==> config.mk <==
export PLATFORM = sky130hd
export DESIGN_NAME = mac_result_buffer
export DESIGN_NICKNAME = d
export VERILOG_FILES = /design/src/rtl/mac_pkg.sv /design/src/rtl/mac_result_buffer_fifo.sv /design/src/rtl/mac_result_buffer.sv
export SDC_FILE = /design/constraint.sdc
export NUM_CORES = 1
export LEC_CHECK = 0
export ABC_CLOCK_PERIOD_IN_PS = 5900
export BUFFER_PORTS_ARGS = -buffer_cell sky130_fd_sc_hd__buf_2
export CORE_MARGIN = 2
export CORE_UTILIZATION = 55
export DETAILED_ROUTE_END_ITERATION = 8
export GPL_TIMING_DRIVEN = 0
export PLACE_DENSITY = 0.76
export SLEW_MARGIN = 20
export SYNTH_ARGS = -nofsm -noshare
export SYNTH_HDL_FRONTEND = slang
export SYNTH_HIERARCHICAL = 1
export SYNTH_SLANG_ARGS = --single-unit
==> constraint.sdc <==
create_clock -name clk -period 5.9 [get_ports clk]
set_clock_uncertainty 0.15 [all_clocks]
set_input_delay 0.59 -clock clk [delete_from_list [all_inputs] [get_ports clk]]
set_output_delay 0.59 -clock clk [all_outputs]
set_load 0.005 [all_outputs]
==> src/rtl/mac_pkg.sv <==
// Shared types and the shift-and-saturate helper for the MAC result path.
// Holds the MAC widths, the result type, the buffer entry layout and sat_shift().
package mac_pkg;

    localparam int MAC_IN_W  = 11;
    localparam int MAC_OUT_W = 8;

    typedef logic signed [MAC_IN_W-1:0] mac_result_t;

    typedef struct packed {
        logic                        sat;
        logic signed [MAC_OUT_W-1:0] data;
    } buf_entry_t;

    // Wide result of sat_shift(); callers keep the low out_w bits of val.
    typedef struct packed {
        logic               sat;
        logic signed [31:0] val;
    } sat_res_t;

    // Arithmetic right shift, optional clamp of negatives to zero, then
    // saturation to an out_w-bit signed range.
    function automatic sat_res_t sat_shift(
        input logic signed [31:0] x,
        input int                 shift,
        input int                 out_w,
        input logic               relu
    );
        logic signed [31:0] s;
        logic signed [31:0] hi;
        logic signed [31:0] lo;
        sat_res_t           r;
        s  = x >>> shift;
        if (relu && (s < 0)) begin
            s = '0;
        end
        hi = (32'sd1 <<< (out_w - 1)) - 32'sd1;
        lo = -hi - 32'sd1;
        r.sat = 1'b0;
        r.val = s;
        if (s > hi) begin
            r.sat = 1'b1;
            r.val = hi;
        end else if (s < lo) begin
            r.sat = 1'b1;
            r.val = lo;
        end
        return r;
    endfunction

endpackage

==> src/rtl/mac_result_buffer_fifo.sv <==
// sync_fifo_fwft: generic first-word-fall-through FIFO with count/full/empty.
// Ports: clk, reset (sync, active-high), push/din, pop, dout/valid, count, full, empty.
module sync_fifo_fwft #(
    parameter int W     = 9,
    parameter int DEPTH = 4
) (
    input  logic                       clk,
    input  logic                       reset,
    input  logic                       push,
    input  logic [W-1:0]               din,
    input  logic                       pop,
    output logic [W-1:0]               dout,
    output logic                       valid,
    output logic [$clog2(DEPTH):0]     count,
    output logic                       full,
    output logic                       empty
);

    localparam int AW = $clog2(DEPTH);
    localparam int CW = AW + 1;

    logic [W-1:0]  mem_q [DEPTH];
    logic [W-1:0]  mem_d [DEPTH];
    logic [AW-1:0] wptr_q, wptr_d;
    logic [AW-1:0] rptr_q, rptr_d;
    logic [CW-1:0] count_q, count_d;
    logic [W-1:0]  last_q, last_d;
    logic          do_push;
    logic          do_pop;

    assign empty = (count_q == '0);
    assign full  = (count_q == CW'(DEPTH));
    assign valid = !empty;
    assign count = count_q;
    // With nothing stored, show the last entry that left (or reset value).
    assign dout  = empty ? last_q : mem_q[rptr_q];

    always_comb begin
        do_pop  = pop && !empty;
        // A pop on the same edge frees the slot a full-FIFO push needs.
        do_push = push && (!full || do_pop);
        mem_d   = mem_q;
        wptr_d  = wptr_q;
        rptr_d  = rptr_q;
        count_d = count_q;
        last_d  = last_q;
        if (do_push) begin
            mem_d[wptr_q] = din;
            wptr_d        = wptr_q + AW'(1);
        end
        if (do_pop) begin
            last_d = mem_q[rptr_q];
            rptr_d = rptr_q + AW'(1);
        end
        if (do_push && !do_pop) begin
            count_d = count_q + CW'(1);
        end else if (do_pop && !do_push) begin
            count_d = count_q - CW'(1);
        end
    end

    always_ff @(posedge clk) begin
        if (reset) begin
            wptr_q  <= '0;
            rptr_q  <= '0;
            count_q <= '0;
            last_q  <= '0;
        end else begin
            wptr_q  <= wptr_d;
            rptr_q  <= rptr_d;
            count_q <= count_d;
            last_q  <= last_d;
        end
    end

    // Storage is only ever read behind the pointers, so it needs no reset.
    always_ff @(posedge clk) begin
        mem_q <= mem_d;
    end

endmodule

==> src/rtl/mac_result_buffer.sv <==
// MAC result buffer: shifts/saturates each MAC result and queues it in a FWFT FIFO.
// Ports: clk, reset, in_valid/in_data, out_valid/out_ready/out_data/out_sat,
// count, full, empty, overflow (sticky drop). Option: MAC_RESULT_BUFFER_RELU_EN.
module mac_result_buffer
    import mac_pkg::*;
#(
    parameter int IN_W  = MAC_IN_W,
    parameter int OUT_W = MAC_OUT_W,
    parameter int SHIFT = 0,
    parameter int DEPTH = 4
) (
    input  logic                   clk,
    input  logic                   reset,
    input  logic                   in_valid,
    input  logic [IN_W-1:0]        in_data,
    output logic                   out_valid,
    input  logic                   out_ready,
    output logic [OUT_W-1:0]       out_data,
    output logic                   out_sat,
    output logic [$clog2(DEPTH):0] count,
    output logic                   full,
    output logic                   empty,
    output logic                   overflow
);

`ifdef MAC_RESULT_BUFFER_RELU_EN
    localparam logic RELU = 1'b1;
`else
    localparam logic RELU = 1'b0;
`endif

    logic signed [31:0] in_ext;
    sat_res_t           cond;
    logic               unused_hi;

    logic               s1_valid_q, s1_valid_d;
    logic [OUT_W-1:0]   s1_data_q, s1_data_d;
    logic               s1_sat_q, s1_sat_d;
    logic               overflow_q, overflow_d;
    logic               pop;
    logic               drop;

    assign in_ext    = {{(32-IN_W){in_data[IN_W-1]}}, in_data};
    assign cond      = sat_shift(in_ext, SHIFT, OUT_W, RELU);
    assign unused_hi = ^cond.val[31:OUT_W];

    always_comb begin
        s1_valid_d = in_valid;
        s1_data_d  = s1_data_q;
        s1_sat_d   = s1_sat_q;
        if (in_valid) begin
            s1_data_d = cond.val[OUT_W-1:0];
            s1_sat_d  = cond.sat;
        end
    end

    always_comb begin
        pop        = out_valid && out_ready;
        drop       = s1_valid_q && full && !pop;
        overflow_d = overflow_q || drop;
    end

    always_ff @(posedge clk) begin
        if (reset) begin
            s1_valid_q <= 1'b0;
            s1_data_q  <= '0;
            s1_sat_q   <= 1'b0;
            overflow_q <= 1'b0;
        end else begin
            s1_valid_q <= s1_valid_d;
            s1_data_q  <= s1_data_d;
            s1_sat_q   <= s1_sat_d;
            overflow_q <= overflow_d;
        end
    end

    assign overflow = overflow_q;

    sync_fifo_fwft #(
        .W     (OUT_W + 1),
        .DEPTH (DEPTH)
    ) u_fifo (
        .clk   (clk),
        .reset (reset),
        .push  (s1_valid_q),
        .din   ({s1_sat_q, s1_data_q}),
        .pop   (out_ready),
        .dout  ({out_sat, out_data}),
        .valid (out_valid),
        .count (count),
        .full  (full),
        .empty (empty)
    );

endmodule

==> summary.txt <==
Hold path
  • Min-Delay Path Class: in -> reg

Critical path
  • CP Capture Type: output pin
  • Req. time, crit path: 5.16 ns
  • Critical Path AT: 1.92 ns
  • Crit path max fanout: 10
  • Crit Path Class: reg -> out
  • Worst setup SP type: flip-flop

Floorplan
  • Die area: 5300 um2
  • Row count: 25
  • DIE HEIGHT: 72.8 um
  • Core box area: 4630 um2
  • Starting density of the core: 56.2%
  • IO Pins: 31
  • Die width: 72.8 um

Timing
  • Worst setup margin: 3.24 ns
  • Slew Limit Fails: 0
  • Final period util: 45.1%
  • Final hold violations: 0
  • Fmax achieved: 0.376 GHz
  • Unrepaired setup endpoints after global routing: false
  • # setup viols final: 0
  • Tightest Pin Transition: 0.522 ns
  • Final min period: 2.66 ns
  • Relative slew slack: 65.2%
  • Fin Hold WS: 0.291 ns
  • TNS Setup: 0 ns

Global routing
  • First-pass GRT wire length: 7280 um
  • Tot GR Track Use: 18.9%
  • Grt total ovfl: 0
  • Largest net degree at the start of global routing: 12
  • Initial antenna violation count: 0
  • Number of global-route vias before repair: 1544

Yosys
  • Post-Syn Area: 2600 um2
  • Syn. warnings: 6
  • Register bit total from synthesis: 63
  • Sequential-to-total area share from yosys stat: 62.3%
  • EDFF count, synth: 36
  • Synth cell types: 34
  • Async S/R FF share, synth: 0%
  • Syn nets: 214
  • Top_reg_cell synth: edfxtp_1
  • Synth Instances: 193
  • Syn Area/Cell: 13.5 um2

Layout
  • Finished Core Util: 65.0%
  • Fill count: 345
  • Reg area: 1620 um2
  • Nets@finish: 255
  • Commonest non-fill, non-tap cell in the layout: edfxtp_1
  • Layout cells sized above 1: 30.1%
  • Area delta synth->final: 15.7%
  • N_diodes: 0
  • Most frequent cells in the layout: edfxtp_1, buf_2, nand2_1, dfxtp_1, a21oi_1
  • Multi-input gate area in the final layout: 890 um2

Clock tree
  • Worst-path clk slew: 0.07 ns
  • Num CTS Buffers: 9
  • Hold_buf cts: 0
  • Clock Latency Late Sink: 0.34 ns
  • H-tree depth: 3
  • Num Clock Sinks: 63
  • TritonCTS clock tree: yes
  • Postcts setup bufs: 0
  • Clock Tree Root: clkbuf_8
  • Clock Tree Buf Depth: 2
  • Post-CTS sizing: 0

Pwr
  • Combinational fraction of design power: 31.9%
  • Pwr/cell area: 442 nW/um2
  • Sw Share: 29.7%
  • Design internal power: 0.935 mW
  • Clk pwr share: 26.8%
  • VDD IR max: 0.000212 V
  • Switch Pwr: 0.396 mW
  • Leak: 1.14 nW
  • Reg power frac: 41.3%
  • Final Power: 1.33 mW

Outcome
  • Run status: completed

Flow run
  • Max-Cap Viols: 0

Placed design
  • Setup WS pre-CTS: 3.32 ns
  • DP Wirelength: 3230 um
  • IO Port Bufs: 30
  • GP Congestion: 0.732

Routing
  • Vias/cell: 5.52
  • DR pass1 iterations: 4
  • Initial DRC Count: 74
  • Vias: 1618
  • WL final: 4560 um
  • DRC: 0
  • WL/cell: 15.6 um
  • DRT antenna net count: 0
[power groups by stage]
| stage | Clock, mW | Sequential (mW) | Combinational [mW] |
|---|---|---|---|
| 6_report | 0.357 | 0.550 | 0.424 |
| 5_1_grt | 0.384 | 0.555 | 0.471 |
| 3_3_place_gp | 0 | 0.555 | 0.418 |
| 4_1_cts | 0.367 | 0.550 | 0.429 |
| 2_1_floorplan | 0 | 0.550 | 0.299 |
| 3_5_place_dp | 0 | 0.560 | 0.426 |
[cell families after synthesis]
| family | synth area share (%) |
|---|---|
| flip-flops | 62.3 |
| AND/OR/NAND/NOR | 8.22 |
| AO/OA/AOI/OAI | 8.37 |
| multiplexers | 13.4 |
| buffers and inverters | 3.46 |
| adder cells (fa/ha/maj) | 3.17 |
| XOR/XNOR | 1.01 |
[Yosys cell counts (all sizes together) (2+ instances only)]
| library cell | n | area (um2) |
|---|---|---|
| ha | 5 | 62.6 |
| mux2i | 3 | 30.0 |
| mux4 | 9 | 206 |
| inv | 8 | 30.0 |
| o21ai | 2 | 10.0 |
| mux2 | 10 | 113 |
| a221oi | 7 | 67.6 |
| nor3 | 2 | 10.0 |
| nand2b | 2 | 12.5 |
| and2 | 4 | 25.0 |
| nor2 | 9 | 33.8 |
| edfxtp | 36 | 1080 |
| a21oi | 18 | 90.1 |
| xor2 | 2 | 17.5 |
| buf | 6 | 45.0 |
| nand2 | 27 | 101 |
| clkbuf | 4 | 15.0 |
| or3 | 2 | 12.5 |
| dfxtp | 27 | 541 |
[stage by stage]
stage | area, um2 | cells
final | 3010 | 293
after floorplan | 2600 | 193
after CTS | 3010 | 293
after global routing | 3010 | 293
after global placement | 2820 | 277
after detailed placement | 2820 | 277
[path summary, 6_finish.rpt]
path                                  startpoint                to  slack (ns)  cells after the start
worst max-delay path            u_fifo/rptr_q[1]       out_data[0]        3.24                      4
worst min-delay path                       reset      s1_data_q[6]        0.29                      2
worst max register to register   u_fifo/count[0]   u_fifo/count[2]        3.43                      9
worst min register to register  u_fifo/last_q[7]  u_fifo/last_q[7]        0.30                      2
[layer usage]
metal / track usage (%) / part of all wire, % / wire [um]
met2: 28.9 / 47 / 2140
met5: 0 / 0 / 0
met1: 25.2 / 45 / 2050
met3: 4.42 / 6.0 / 272
met4: 10.3 / 2.0 / 93
[registers in the layout (all words and copies together) (netlist names)]
name	count
u_fifo/count	3
u_fifo/rptr_q	2
s1_sat_q	1
u_fifo/last_q	9
s1_data_q	8
u_fifo/mem_q	36
overflow	1
s1_valid_q	1
u_fifo/wptr_q	2
[critical path: stages (launching register included)]
cell      delay (ns)
dfxtp_1         0.34
clkbuf_1        0.42
mux4_2          0.41
mux2_2          0.28
buf_2           0.13
[final cells by class]
| class | count | area share (%) |
|---|---|---|
| clock inverter | 5 | 1.62 |
| timing repair buffer | 30 | 4.99 |
| sequential | 63 | 53.9 |
| tap | 54 | 2.25 |
| inverter | 8 | 0.998 |
| clock buffer | 11 | 4.70 |
| multi-input combinational | 112 | 29.6 |
| buffer | 10 | 2.00 |
No activity file was read; power rests on OpenSTA's default activity.
